**src/rtl/edge_propagator_rx_mc.sv**
```systemverilog
// Multi-channel receive-side level synchronizer with edge pulses and a per-channel pending/overflow flag.
// Edge pulse follows the input change by SYNC_STAGES clocks; ready never stalls capture, and unserviced events merge into the overflow flag.
module edge_propagator_rx_mc #(
   parameter int NUM_CH      = 4,
   parameter int SYNC_STAGES = 2,
   parameter int EDGE_MODE   = 0
) (
   input  logic              clk_i,
   input  logic              rstn_i,
   input  logic [NUM_CH-1:0] valid_i,
   output logic [NUM_CH-1:0] ack_o,
   output logic [NUM_CH-1:0] valid_o,
   output logic [NUM_CH-1:0] evt_valid_o,
   input  logic [NUM_CH-1:0] evt_ready_i,
   output logic [NUM_CH-1:0] ovf_o,
   input  logic              ovf_clr_i
);

   localparam int MODE_RISE = 0;
   localparam int MODE_FALL = 1;

   logic [SYNC_STAGES-1:0] sync_q [NUM_CH];
   logic [NUM_CH-1:0]      sync_last;
   logic [NUM_CH-1:0]      prev_q;
   logic [NUM_CH-1:0]      edge_det;
   logic [NUM_CH-1:0]      evt_q;
   logic [NUM_CH-1:0]      ovf_q;
   logic [NUM_CH-1:0]      evt_take;

   always_comb begin
      sync_last = '0;
      for (int c = 0; c < NUM_CH; c++) begin
         sync_last[c] = sync_q[c][SYNC_STAGES-1];
      end
   end

   generate
      if (EDGE_MODE == MODE_RISE) begin : g_rise
         assign edge_det = sync_last & ~prev_q;
      end else if (EDGE_MODE == MODE_FALL) begin : g_fall
         assign edge_det = ~sync_last & prev_q;
      end else begin : g_both
         assign edge_det = sync_last ^ prev_q;
      end
   endgenerate

   // A fresh edge always wins: it keeps the flag set even when the consumer takes the old one.
   assign evt_take = evt_q & evt_ready_i;

   always_ff @(posedge clk_i) begin
      if (!rstn_i) begin
         for (int c = 0; c < NUM_CH; c++) begin
            sync_q[c] <= '0;
         end
         prev_q <= '0;
         evt_q  <= '0;
         ovf_q  <= '0;
      end else begin
         for (int c = 0; c < NUM_CH; c++) begin
            sync_q[c] <= {sync_q[c][SYNC_STAGES-2:0], valid_i[c]};
         end
         prev_q <= sync_last;
         evt_q  <= edge_det | (evt_q & ~evt_take);
         ovf_q  <= (edge_det & evt_q & ~evt_ready_i) | (ovf_q & ~{NUM_CH{ovf_clr_i}});
      end
   end

   assign ack_o       = sync_last;
   assign valid_o     = edge_det;
   assign evt_valid_o = evt_q;
   assign ovf_o       = ovf_q;

endmodule
```
**config.mk**
```make
export PLATFORM = sky130hd
export DESIGN_NAME = edge_propagator_rx_mc
export DESIGN_NICKNAME = d
export VERILOG_FILES = /design/src/rtl/edge_propagator_rx_mc.sv
export SDC_FILE = /design/constraint.sdc
export NUM_CORES = 1
export LEC_CHECK = 0
export BUFFER_PORTS_ARGS = -buffer_cell sky130_fd_sc_hd__clkbuf_2
export CORE_MARGIN = 2
export CORE_UTILIZATION = 44
export CTS_BUF_LIST = sky130_fd_sc_hd__clkbuf_8
export DETAILED_ROUTE_END_ITERATION = 10
export GPL_ROUTABILITY_DRIVEN = 1
export HOLD_SLACK_MARGIN = 0.02
export PLACE_DENSITY = 0.76
export SYNTH_ARGS = -nofsm -noshare
export SYNTH_HDL_FRONTEND = slang
export SYNTH_SLANG_ARGS = --single-unit
```
**constraint.sdc**
```tcl
create_clock -name clk_i -period 0.9 [get_ports clk_i]
set_clock_uncertainty 0.2 [all_clocks]
set_input_delay 0.18 -clock clk_i [delete_from_list [all_inputs] [get_ports clk_i]]
set_output_delay 0.18 -clock clk_i [all_outputs]
set_load 0.05 [all_outputs]
```
Word level (Yosys, flattened, before mapping)
Memories as Yosys holds them, arrays and structs flattened.
Index checks and enable logic that the tools add are counted.
{"block": "totals", "ff_bits": 12, "mem_bits_rw": 8, "out_inout_bits": 16, "word_cells": 26, "memories": 1}
{"block": "classes", "n_mux": 6, "n_bitwise": 16}
{"memory": "sync_q", "words": 4, "width": 2, "read_ports": 4, "rd_ports_with_merged_regs": 0, "wr": 4, "line_no": "22", "rtl": "logic [SYNC_STAGES-1:0] sync_q [NUM_CH];"}
{"op": "4-bit AND", "n": 6}
{"op": "4-bit inverter", "n": 4}
{"op": "2-bit two-way mux", "n": 4}
{"op": "4-bit OR", "n": 2}
{"op": "1-bit OR", "n": 4}
{"op": "1-bit two-way mux", "n": 2}

Logic depth before layout (Yosys ltp)
{"block": "logic_depth", "word_depth": 5, "ltp_mapped": 2}

Worst setup path before layout
No wires, ideal clock.
{"block": "synth_path", "path_type": "register to register", "from": "mem sync_q[3][1]", "to": "reg evt_q[3], in the netlist evt_valid_o[3]", "setup_time_ns": 0.059, "arrival_time_ns": 1.010, "required_ns": 0.641, "path_slack_ns": -0.369, "path_stages_with_launch": 3, "n_path_buf": 0, "synth_period_minus_slack_ns": 1.269, "cell_sequence": "dfxtp_1 nor2b_2 o21a_1"}
{"element": "start, declared", "line_no": "22"}
{"element": "end signal, assigned", "line_no": "63", "rtl": "evt_q <= edge_det | (evt_q & ~evt_take);"}
{"element": "end, declared", "line_no": "26", "rtl": "logic [NUM_CH-1:0] evt_q;"}

Final worst setup path
{"block": "layout_path", "from": "reg prev_q[2]", "to": "out valid_o[2]"}
{"block": "layout_via", "elab_chain_cells": 2}
{"element": "start, declared", "line_no": "24", "rtl": "logic [NUM_CH-1:0] prev_q;"}
{"element": "start signal, assigned", "line_no": "62", "rtl": "prev_q <= sync_last;"}
{"element": "4-bit inverter", "line_no": "39", "rtl": "assign edge_det = sync_last & ~prev_q;"}
{"element": "4-bit AND", "line_no": "39"}
{"element": "end, declared", "line_no": "12", "rtl": "output logic [NUM_CH-1:0] valid_o,"}
Every way passes these cells.

==> summary.txt <==
Run status
  – Outcome: finished with violations
  – Violations in the final reports: negative hold slack, negative setup slack

Worst setup path
  – Cell Chain, Critical Path: and2b_4 -> clkbuf_16
  – Combined buffer and inverter count along the critical path: 1
  – Crit path capture type: output pin
  – Max incr delay on CP: 0.32 ns
  – Required arrival time at the worst endpoint: 0.52 ns
  – Master of the slowest instance on the critical path: sky130_fd_sc_hd__dfxtp_2
  – Crit path kind: reg -> out
  – Launching element type of the critical path: flop
  – CP delay by family, top: flip-flops
  – Arrival time at the worst endpoint: 1.00 ns
  – Critical path peak fanout: 2

Global route
  – Overall overflow remaining after global route: 0
  – Antenna violations before repair: 0
  – Maximum number of pins on one net before global-route repair: 21
  – Global-route wire length before repair: 2310 um
  – Total track usage: around 17%
  – Vias in the first global route: 536

Floorplanning
  – Die width: 44.3 um
  – Starting density of the core: 47.0%
  – Row count: 14
  – Die boundary height: 44.3 um
  – Num ports: 27
  – Floorplan core area: about 1500 um^2
  – Area of the die: 1970 um^2

Final layout
  – Fraction of final layout cells with drive strength greater than 1: 62.8%
  – Post-layout nets: about 110
  – Util after Layout: a little over four fifths
  – Count of antenna diodes in the layout: 0
  – Final Instance Count excl. Fillers: 110
  – Synthesis-to-layout area growth: 79.9%

Timing
  – Worst slew pin tran: roughly 0.34 ns
  – Setup Viol. Count Final: 25
  – Top achievable clock speed: approximately 720 MHz
  – Least setup slack across all paths after layout: -0.481 ns
  – Post-route minimum period: ~1.4 ns
  – Max-slew violations: 0
  – Headroom to the max-slew limit: 77.3%
  – Hold violation total from the final report: 4
  – Final Hold Slack: -0.0851 ns
  – Final cycle utilization of the critical path: 153%
  – RSZ-0062 raised after global routing: true

Place
  – Post-detailed-placement half-perimeter wirelength: 878 um
  – Placed cell count: 100
  – Port Buf Inserts: 26
  – RD Place Congestion: 0.705

CTS
  – Clock root buffer: sky130_fd_sc_hd__clkbuf_8
  – Post-CTS clock slew at the launch and capture registers of the worst setup and hold paths: 0.07 ns
  – Clock insertion delay at the later pin of the skew report: 0.26 ns
  – Number of levels the H-tree was split into: 1
  – Clock Sinks: 20
  – Maximum buffer depth of the clock tree: 2
  – CTS tree: built
  – Inserted Clock Buffers: 3

Power and ir drop
  – Design Power: 2.10 mW
  – Maximum vdd drop: between 1000 and 1500 uV
  – Cell Pwr Density: 1630 nW/um^2
  – Cell leakage power: 0.593 nW

Yosys
  – Cell types occupying the most area after synthesis: sky130_fd_sc_hd__dfxtp_1 56%, sky130_fd_sc_hd__and2_1 10%, sky130_fd_sc_hd__and2b_1 10%, sky130_fd_sc_hd__o21a_1 8.4%, sky130_fd_sc_hd__and4bb_1 7.0%
  – Post-synthesis cell type count: 10
  – Post-synth top area share: 55.9%
  – Flip-flop and latch count after synthesis: 20
  – Share of the yosys chip area belonging to registers: between 50% and 60%
  – Netlist area before placement: 716 um^2
  – Gate count of the mapped netlist: 62
  – Post-synthesis area per instance: 11.5 um^2
  – Post-synthesis net count: 73
  – Yosys warning count: 0
  – Yosys top cell by area: sky130_fd_sc_hd__dfxtp_1

Min path
  – Type of the tightest min-delay check: in -> reg

Route
  – Initial DRC count: 1
  – Routed wire length: 1610 um
  – Total number of vias: 526
  – Drt drc: 0
  – Initial DRT Pass Iterations: 2
  – Detail-routed via count per cell: 4.78
  – Number of antenna-violating nets in the routed design: 0
  – DR WL/cell: 14.6 um

Job
  – Number of max-cap violations: 0
synthesized netlist by cell type, drive strengths merged:
cell and n:
and2 12, and2b 10, and4bb 4, buf 5, clkbuf 1, dfxtp 20, nor2b 2, o21a 8
cell type report:
cell class / instances / area, um^2
multi-input cells: 36 / 295
clock inverters: 1 / 30.0
flip-flops and latches: 20 / 435
repair buffers: 34 / 465
well taps: 16 / 20.0
fillers: 74 / 236
clock buffers: 3 / 41.3
through the flow:
stage / area, um^2 / worst slack (ns) / hold WS (ns) / TNS, ns
finish: 1290 / -0.481 / -0.0851 / -6.67
global route: 1290 / -0.507 / -0.0875 / -7.32
CTS: 1220 / -0.460 / -0.0854 / -6.10
detailed placement: 890 / -0.271 / 0.184 / -3.28
global placement: 890 / -0.260 / 0.182 / -3.18
floorplan: 749 / -0.158 / 0.102 / -1.58
worst reg2reg max path: stages, from the launching register on:
cell                       delay [ns]
sky130_fd_sc_hd__dfxtp_2         0.34
sky130_fd_sc_hd__buf_6           0.11
sky130_fd_sc_hd__buf_6           0.10
sky130_fd_sc_hd__and4bb_1        0.18
sky130_fd_sc_hd__o21a_1          0.19
where the power goes:
part	internal [mW]	switching [mW]
clock network	0.594	0.293
logic	0.157	0.128
registers	0.902	0.0201
placed cells by master, fill, tap and decap left out, types with 4 or more instances in the layout:
| cell type | instances |
|---|---|
| sky130_fd_sc_hd__buf_6 | 8 |
| sky130_fd_sc_hd__and2b_1 | 7 |
| sky130_fd_sc_hd__and4bb_1 | 4 |
| sky130_fd_sc_hd__buf_8 | 7 |
| sky130_fd_sc_hd__clkbuf_16 | 8 |
| sky130_fd_sc_hd__dfxtp_2 | 7 |
| sky130_fd_sc_hd__o21a_1 | 8 |
| sky130_fd_sc_hd__dfxtp_4 | 7 |
| sky130_fd_sc_hd__dfxtp_1 | 6 |
| sky130_fd_sc_hd__and2_1 | 9 |
| sky130_fd_sc_hd__clkbuf_2 | 10 |
kinds of logic (layout without fill, tap and decap cells):
logic type	count (synthesis)	count (layout)	share of synthesized area, %
simple gates	28	28	30.1
flops	20	20	55.9
compound gates	8	8	8.39
buf+inv	6	38	5.59
repair_timing:
action	in CTS	in global routing
hold endpoints to repair	4	4
setup endpoints to repair	24	25
pin swaps	3	5
setup buffers	2	4
resized for setup	46	18
metal layers:
layer	track usage, %	vias to the layer above	routed length [um]	part of all wire [%]
li1	-	267	-	-
met1	17.1	237	631	39
met2	30.0	17	869	54
met3	7.35	5	69	4.3
met4	10.9	0	39	2.4
met5	0	-	0	0
path summary, 6_finish.rpt:
check / from / end / slack, ns / cells after the start
setup / recovery: prev_q[2] / valid_o[2] / -0.48 / 2
setup reg to reg: sync_q[2][1] / ovf_o[2] / -0.33 / 4
hold / removal: valid_i[3] / sync_q[3][0] / -0.09 / 2
hold reg to reg: sync_q[1][0] / sync_q[1][1] / 0.24 / 1
state kept, by name (all words and copies together) (netlist names):
name and flops:
sync_q 8, evt_valid_o 4, ovf_o 4, prev_q 4
No activity file was read; power rests on OpenSTA's default activity.
